--- src/rtl/mac_acc_stage.sv ---
// Accumulator stage behind the PE multiplier: sums sign-extended products and hands off the dot product via valid/ready.
// Optional clamp-on-overflow arithmetic is enabled by defining ACC_SATURATION_EN (default: two's-complement wrap).
module mac_acc_stage #(
  parameter int MAC_OUT_WIDTH = 16,
  parameter int ACC_WIDTH     = 24,
  parameter int CNT_WIDTH     = 8
) (
  input  logic                     i_clk,
  input  logic                     i_rstn,
  input  logic                     i_en_ff,
  input  logic                     i_clear,
  input  logic [MAC_OUT_WIDTH-1:0] i_prod,
  input  logic                     i_valid,
  input  logic                     i_last,
  output logic                     o_ready,
  output logic [ACC_WIDTH-1:0]     o_acc,
  output logic                     o_valid,
  input  logic                     i_res_rdy,
  output logic [CNT_WIDTH-1:0]     o_beats,
  output logic                     o_sat
);

  typedef enum logic [1:0] {
    ST_IDLE = 2'd0,
    ST_ACC  = 2'd1,
    ST_HOLD = 2'd2
  } state_t;

  localparam logic [CNT_WIDTH-1:0] CNT_ONE = {{(CNT_WIDTH-1){1'b0}}, 1'b1};
  localparam logic [CNT_WIDTH-1:0] CNT_MAX = {CNT_WIDTH{1'b1}};

`ifdef ACC_SATURATION_EN
  // Signed overflow of a+b: operands agree in sign but the sum does not.
  function automatic logic add_ovf(input logic [ACC_WIDTH-1:0] a,
                                   input logic [ACC_WIDTH-1:0] b,
                                   input logic [ACC_WIDTH-1:0] s);
    return (a[ACC_WIDTH-1] == b[ACC_WIDTH-1]) && (s[ACC_WIDTH-1] != a[ACC_WIDTH-1]);
  endfunction

  function automatic logic [ACC_WIDTH-1:0] clamp_value(input logic neg);
    return neg ? {1'b1, {(ACC_WIDTH-1){1'b0}}} : {1'b0, {(ACC_WIDTH-1){1'b1}}};
  endfunction
`endif

  state_t                 state_r, state_nxt_s;
  logic [ACC_WIDTH-1:0]   acc_r, acc_nxt_s;
  logic [CNT_WIDTH-1:0]   beats_r, beats_nxt_s;
  logic                   sat_r, sat_nxt_s;
  logic                   valid_r, valid_nxt_s;

  logic [ACC_WIDTH-1:0]   ext_s;
  logic [ACC_WIDTH-1:0]   sum_s;
  logic [ACC_WIDTH-1:0]   cont_acc_s;
  logic                   cont_sat_s;
  logic [CNT_WIDTH-1:0]   cont_beats_s;
  logic                   ready_s;
  logic                   accept_s;

  assign ext_s        = ACC_WIDTH'($signed(i_prod));
  assign sum_s        = acc_r + ext_s;
  assign cont_beats_s = (beats_r == CNT_MAX) ? CNT_MAX : beats_r + CNT_ONE;

`ifdef ACC_SATURATION_EN
  logic ovf_s;
  assign ovf_s      = add_ovf(acc_r, ext_s, sum_s);
  // The clamp direction follows the operands' common sign.
  assign cont_acc_s = ovf_s ? clamp_value(acc_r[ACC_WIDTH-1]) : sum_s;
  assign cont_sat_s = sat_r | ovf_s;
`else
  assign cont_acc_s = sum_s;
  assign cont_sat_s = 1'b0;
`endif

  // A pending result blocks new beats unless downstream takes it this same cycle.
  assign ready_s  = i_en_ff & ~i_clear & ((state_r != ST_HOLD) | i_res_rdy);
  assign accept_s = i_valid & ready_s;

  // Next-state and datapath selection.
  always_comb begin
    state_nxt_s = state_r;
    acc_nxt_s   = acc_r;
    beats_nxt_s = beats_r;
    sat_nxt_s   = sat_r;
    valid_nxt_s = valid_r;
    if (!i_en_ff) begin
      state_nxt_s = state_r;
    end else if (i_clear) begin
      state_nxt_s = ST_IDLE;
      acc_nxt_s   = {ACC_WIDTH{1'b0}};
      beats_nxt_s = {CNT_WIDTH{1'b0}};
      sat_nxt_s   = 1'b0;
      valid_nxt_s = 1'b0;
    end else if (accept_s) begin
      case (state_r)
        ST_ACC: begin
          acc_nxt_s   = cont_acc_s;
          beats_nxt_s = cont_beats_s;
          sat_nxt_s   = cont_sat_s;
        end
        default: begin
          acc_nxt_s   = ext_s;
          beats_nxt_s = CNT_ONE;
          sat_nxt_s   = 1'b0;
        end
      endcase
      state_nxt_s = i_last ? ST_HOLD : ST_ACC;
      valid_nxt_s = i_last;
    end else if ((state_r == ST_HOLD) && i_res_rdy) begin
      state_nxt_s = ST_IDLE;
      valid_nxt_s = 1'b0;
    end else begin
      state_nxt_s = state_r;
    end
  end

  // State and result registers.
  always_ff @(posedge i_clk or negedge i_rstn) begin
    if (!i_rstn) begin
      state_r <= ST_IDLE;
      acc_r   <= {ACC_WIDTH{1'b0}};
      beats_r <= {CNT_WIDTH{1'b0}};
      sat_r   <= 1'b0;
      valid_r <= 1'b0;
    end else begin
      state_r <= state_nxt_s;
      acc_r   <= acc_nxt_s;
      beats_r <= beats_nxt_s;
      sat_r   <= sat_nxt_s;
      valid_r <= valid_nxt_s;
    end
  end

  assign o_ready = ready_s;
  assign o_acc   = acc_r;
  assign o_beats = beats_r;
  assign o_sat   = sat_r;
  assign o_valid = valid_r;

endmodule

--- config.mk ---
export PLATFORM = sky130hd
export DESIGN_NAME = mac_acc_stage
export DESIGN_NICKNAME = d
export VERILOG_FILES = /design/src/rtl/mac_acc_stage.sv
export SDC_FILE = /design/constraint.sdc
export NUM_CORES = 1
export LEC_CHECK = 0
export CAP_MARGIN = 20
export CORE_MARGIN = 1
export CORE_UTILIZATION = 56
export CTS_BUF_LIST = sky130_fd_sc_hd__clkbuf_16
export DETAILED_ROUTE_END_ITERATION = 10
export HOLD_SLACK_MARGIN = 0.02
export PLACE_DENSITY = 0.9
export SLEW_MARGIN = 20
export SYNTH_ARGS = -nofsm -noshare
export SYNTH_HDL_FRONTEND = slang
export SYNTH_SLANG_ARGS = --single-unit
--- constraint.sdc ---
create_clock -name i_clk -period 3.9 [get_ports i_clk]
set_input_delay 0.585 -clock i_clk [delete_from_list [all_inputs] [get_ports i_clk]]
set_output_delay 0.585 -clock i_clk [all_outputs]
set_load 0.02 [all_outputs]
Word level (Yosys, flattened, before mapping)
Index checks and enable logic that the tools add are counted.

storage, ports and cells
  flip-flop bits (word level) = 36

cells by class
  add/subtract/negate cells = 2
  bitwise gates (word level) = 5
  reduce and logical (&&, ||, !) cells = 5
  eq/ne operators = 4
  multiplexer cells = 16

operator list
  cell                 number
  $mux 24              3
  $mux 8               4
  $add 24x24->24       1
  $add 8x1->8 const B  1
  $eq 8x8->1 const B   1
  $mux 2               4
  $mux 1               5
  $reduce_and 2->1     2
  $and 1x1->1          3
  $reduce_bool 3->1    1
  $eq 2x1->1 const B   1
  $eq 2x2->1 const B   1
  $ne 2x2->1 const B   1
  $reduce_bool 2->1    1
  $logic_and 1x1->1    1
  $not 1->1            1
  $or 1x1->1           1

Longest topological paths before layout
  depth in word-level cells = 6
  mapped depth = 10
  mapped depth without buffers = 10

Least setup slack after synthesis
No wires, ideal clock.

  path type = input to register
  from = input port i_prod[0]
  to = register acc_r[16], in the netlist o_acc[16]
  data arrival time = 2,438 ps
  buffers on the path = 0
  cell stages on the path = 10
  slack = 1,336 ps
  cell sequence = ha_1 > inv_1 > fa_1 > nand2b_1 > a21oi_2 > o21ai_2 > a2111oi_2 > nor2_1 > xnor2_1 > a221o_1

between the ends
  cells in the longest elaborated chain, start to end = 4

RTL lines
  what                  line  source
  from (decl)           12    input logic [MAC_OUT_WIDTH-1:0] i_prod,
  $add 24x24->24        60    assign sum_s = acc_r + ext_s;
  $mux 24               94    case (state_r)
  $mux 24               93    end else if (accept_s) begin
  $mux 24               87    end else if (i_clear) begin
  to (signal assigned)  120   acc_r <= {ACC_WIDTH{1'b0}};
  to (signal assigned)  126   acc_r <= acc_nxt_s;
  to (decl)             46    logic [ACC_WIDTH-1:0] acc_r, acc_nxt_s;

Every way passes these cells. The select of a mux whose other input is x is not followed.
A chain may end at the register's enable or synchronous reset.

Worst setup path after layout
  from = input port i_prod[15]
  to = register acc_r[23], in the netlist o_acc[23]

between the ends
  cells in the longest elaborated chain, start to end = 4

RTL lines
  what            line
  $add 24x24->24  60
  $mux 24 (*)     94
  $mux 24 (*)     93
  $mux 24 (*)     87

Every way passes the cells marked *; elsewhere a longest branch is shown, timed or not. The select of a mux whose other input is x is not followed.

==> impl_results.md <==
* Status: complete, no violations
* First-pass GRT wire length at 12800 microns
* CTS Sinks at 34
* Leakage power at 1.62 nW
* Vias per cell at 6.36
* CTS hold repair buffers at 0
* CP Cell Sequence: clkdlybuf4s50_1 -> ha_1 -> a21oi_2 -> o21ai_2 -> a221o_1 -> a21o_1 -> a22oi_2 -> mux2i_1 -> o221ai_1
* Arr. time, crit path at 3.17 ns
* Via count at 3008
* Core area at 0.00485 sq mm
* # rows at 25
* Crit path max-delay cell type: clkdlybuf4s50_1
* Max clock buf depth at 2
* Setup violations, final at 0
* I/O Pins at 58
* Initial DRC Count at 239
* #FFs+latches synth at 34
* Layout cells sized above 1 at 0.0764
* Post-Route WL at 7780 microns
* CP startpoint kind: primary input
* DP Wirelength at 5480 microns
* Largest cells by area after synthesis: dfrtp_1, ha_1, a21oi_1
* Total track usage at 0.308
* Initial Utilization at 0.594
* Yosys cell types at 60
* Largest net degree at the start of global routing at 35
* Final Critical Period at 3.04 ns
* Number of global-route vias before repair at 2820
* Cell Area, Synth at 0.00288 sq mm
* Die H at 73.7 microns
* Max Cap Violations at 0
* Antenna violations before repair at 0
* Post-Syn Nets at 399
* Peak fanout along the critical path at 14
* Final Net Count at 453
* Post-layout total power at 0.00142 W
* Max H-tree Level at 2
* Detail Route Antenna Nets at 0
* Slew margin rel. at 0.527
* Fmax achieved at 0.329 GHz
* Area Overhead vs Synth at 27.7%
* Die ar. at 0.00543 sq mm
* Final Hold Fails at 0
* Ant. Diodes at 0
* CTS clock-pin slew for the worst setup and hold paths at 0.05 ns
* DR WL/cell at 16.5 microns
* Gr ovfl total at 0
* Fin. max-slew vios at 0
* Post-CTS Resized at 0
* Synth warn at 0
* Clk Latency, worst-skew pair at 0.28 ns
* Post-CTS setup buffers at 0
* Critical path class: primary input to flip-flop
* Slew @ Worst Pin at 0.710 ns
* Fill cells at 354
* Root buf cell: clkbuf_16
* Post-route DRC at 0
* Die width at 73.7 microns
* Worst setup EP type: flip-flop
* Cells after synthesis at 351
* Worst Skew at 0.00500 ns
* Post-synth top area cell: dfrtp_1
* Mean Syn Cell Area at 8.21 sq um
* PortBufs at 56
* Post-synth ARST share at 1.00
* Period utilization at 0.779
* CP max stage delay at 0.85 ns
* CTS tree: done
* Seq/Total Area, Yosys at 0.295
* Peak supply drop at 0.000207 V
* Power density over the cells at 386 mW/mm^2
* Critical Path RT at 4.03 ns
* Detailed Routing Iterations Pass 1 at 4
* Top FF cell, synth: dfrtp_1
* Setup_tns at 0 ns
* Hold_ws at 0.516 ns
* Yosys top cell area share at 0.295
* Post-synth EDFFs at 0
* Routability congestion estimate from global placement at 0.992
* RSZ-0062 raised after global routing: no
* CTS Buf Count at 5
* HP Class: flip-flop to flip-flop
[metal layers]
metal	wire, microns	GRT usage	part of all wire	vias up
li1	-	-	-	1414
met1	3270	0.383	0.42	1417
met2	3690	0.509	0.47	146
met3	575	0.0631	0.074	31
met5	0	0	0	-
met4	246	0.143	0.032	0
[per-stage QoR]
stage | utilization | instance area (sq um) | setup WS, ns | std cells
3_3_place_gp | 0.723 | 3500 | 0.673 | 465
6_report | 0.758 | 3680 | 0.860 | 473
3_5_place_dp | 0.723 | 3500 | 0.595 | 465
2_1_floorplan | - | 2880 | 1.34 | 351
5_1_grt | 0.758 | 3680 | 0.659 | 473
4_1_cts | 0.758 | 3670 | 0.866 | 473
[sequential cells by signal (all words and copies together), names as in the netlist]
name     count
o_beats      8
state_r      2
o_acc       24
[cells in the final DEF, fill, tap and decap left out, types with 3 or more instances in the layout]
cell,n
clkdlybuf4s50_1,56
nand2_1,42
a21oi_1,40
dfrtp_1,34
o21ai_0,33
ha_1,24
nor2_1,23
nand3_1,13
inv_1,9
xnor2_1,9
a22o_1,9
and3_1,7
o21bai_1,6
nand2b_1,5
o21ai_2,5
a21o_1,5
nor3_1,5
mux2i_1,5
xor2_1,5
clkbuf_16,5
o31ai_1,4
buf_4,4
o22ai_1,3
a32oi_1,3
o21ai_1,3
nand4_1,3
[critical path: cells and delay by family]
family          cells  cell delay [ns]
compound gates      6             1.13
fa+ha+maj           1             0.40
buf+inv             1             0.85
mux                 1             0.20
[where the power goes]
group / switching (W) / leakage (nW) / internal, W
registers: 0.0000336 / 0.456 / 0.000387
clock network: 0.000157 / 0.0760 / 0.000301
logic: 0.000307 / 1.09 / 0.000234
total: 0.000498 / 1.62 / 0.000922
[logic make-up after synthesis]
| kind of cell | after synthesis | share of synthesized area |
|---|---|---|
| flip-flops | 34 | 0.295 |
| other | 1 | 0.00130 |
| adder cells (fa/ha/maj) | 25 | 0.111 |
| buffers and inverters | 22 | 0.0313 |
| multiplexers | 5 | 0.0174 |
| XOR/XNOR | 14 | 0.0426 |
| AND/OR/NAND/NOR | 114 | 0.191 |
| AO/OA/AOI/OAI | 136 | 0.310 |
[path summary, 6_finish.rpt]
kind | slack [ns] | cells past startpoint | endpoint | startpoint
max | 0.86 | 9 | o_acc[23] | i_prod[15]
min | 0.52 | 2 | o_acc[4] | o_acc[4]
max reg2reg | 1.32 | 10 | o_acc[16] | o_acc[0]
min reg2reg | 0.52 | 2 | o_acc[4] | o_acc[4]
max in group asynchronous | 2.86 | 2 | o_acc[10] | i_rstn
min in group asynchronous | 0.71 | 2 | o_acc[5] | i_rstn
[area by class of cell]
class	count	area, sq um	share of cell area
clock inverters	3	45.0	0.0122
inverters	9	33.8	0.00919
flip-flops and latches	34	851	0.231
repair buffers	60	591	0.161
well taps	67	83.8	0.0228
clock buffers	5	125	0.0340
multi-input cells	295	1950	0.530
[synthesized netlist by cell type (6+ instances only)]
cell,number
nand2_1,42
a21oi_1,40
dfrtp_1,34
o21ai_0,33
ha_1,24
nor2_1,23
nand3_1,13
a22o_1,9
inv_1,9
xnor2_1,9
and3_1,7
clkbuf_1,7
nand2b_1,6
o21bai_1,6
Note: power is estimated with default switching activity, not from simulation.
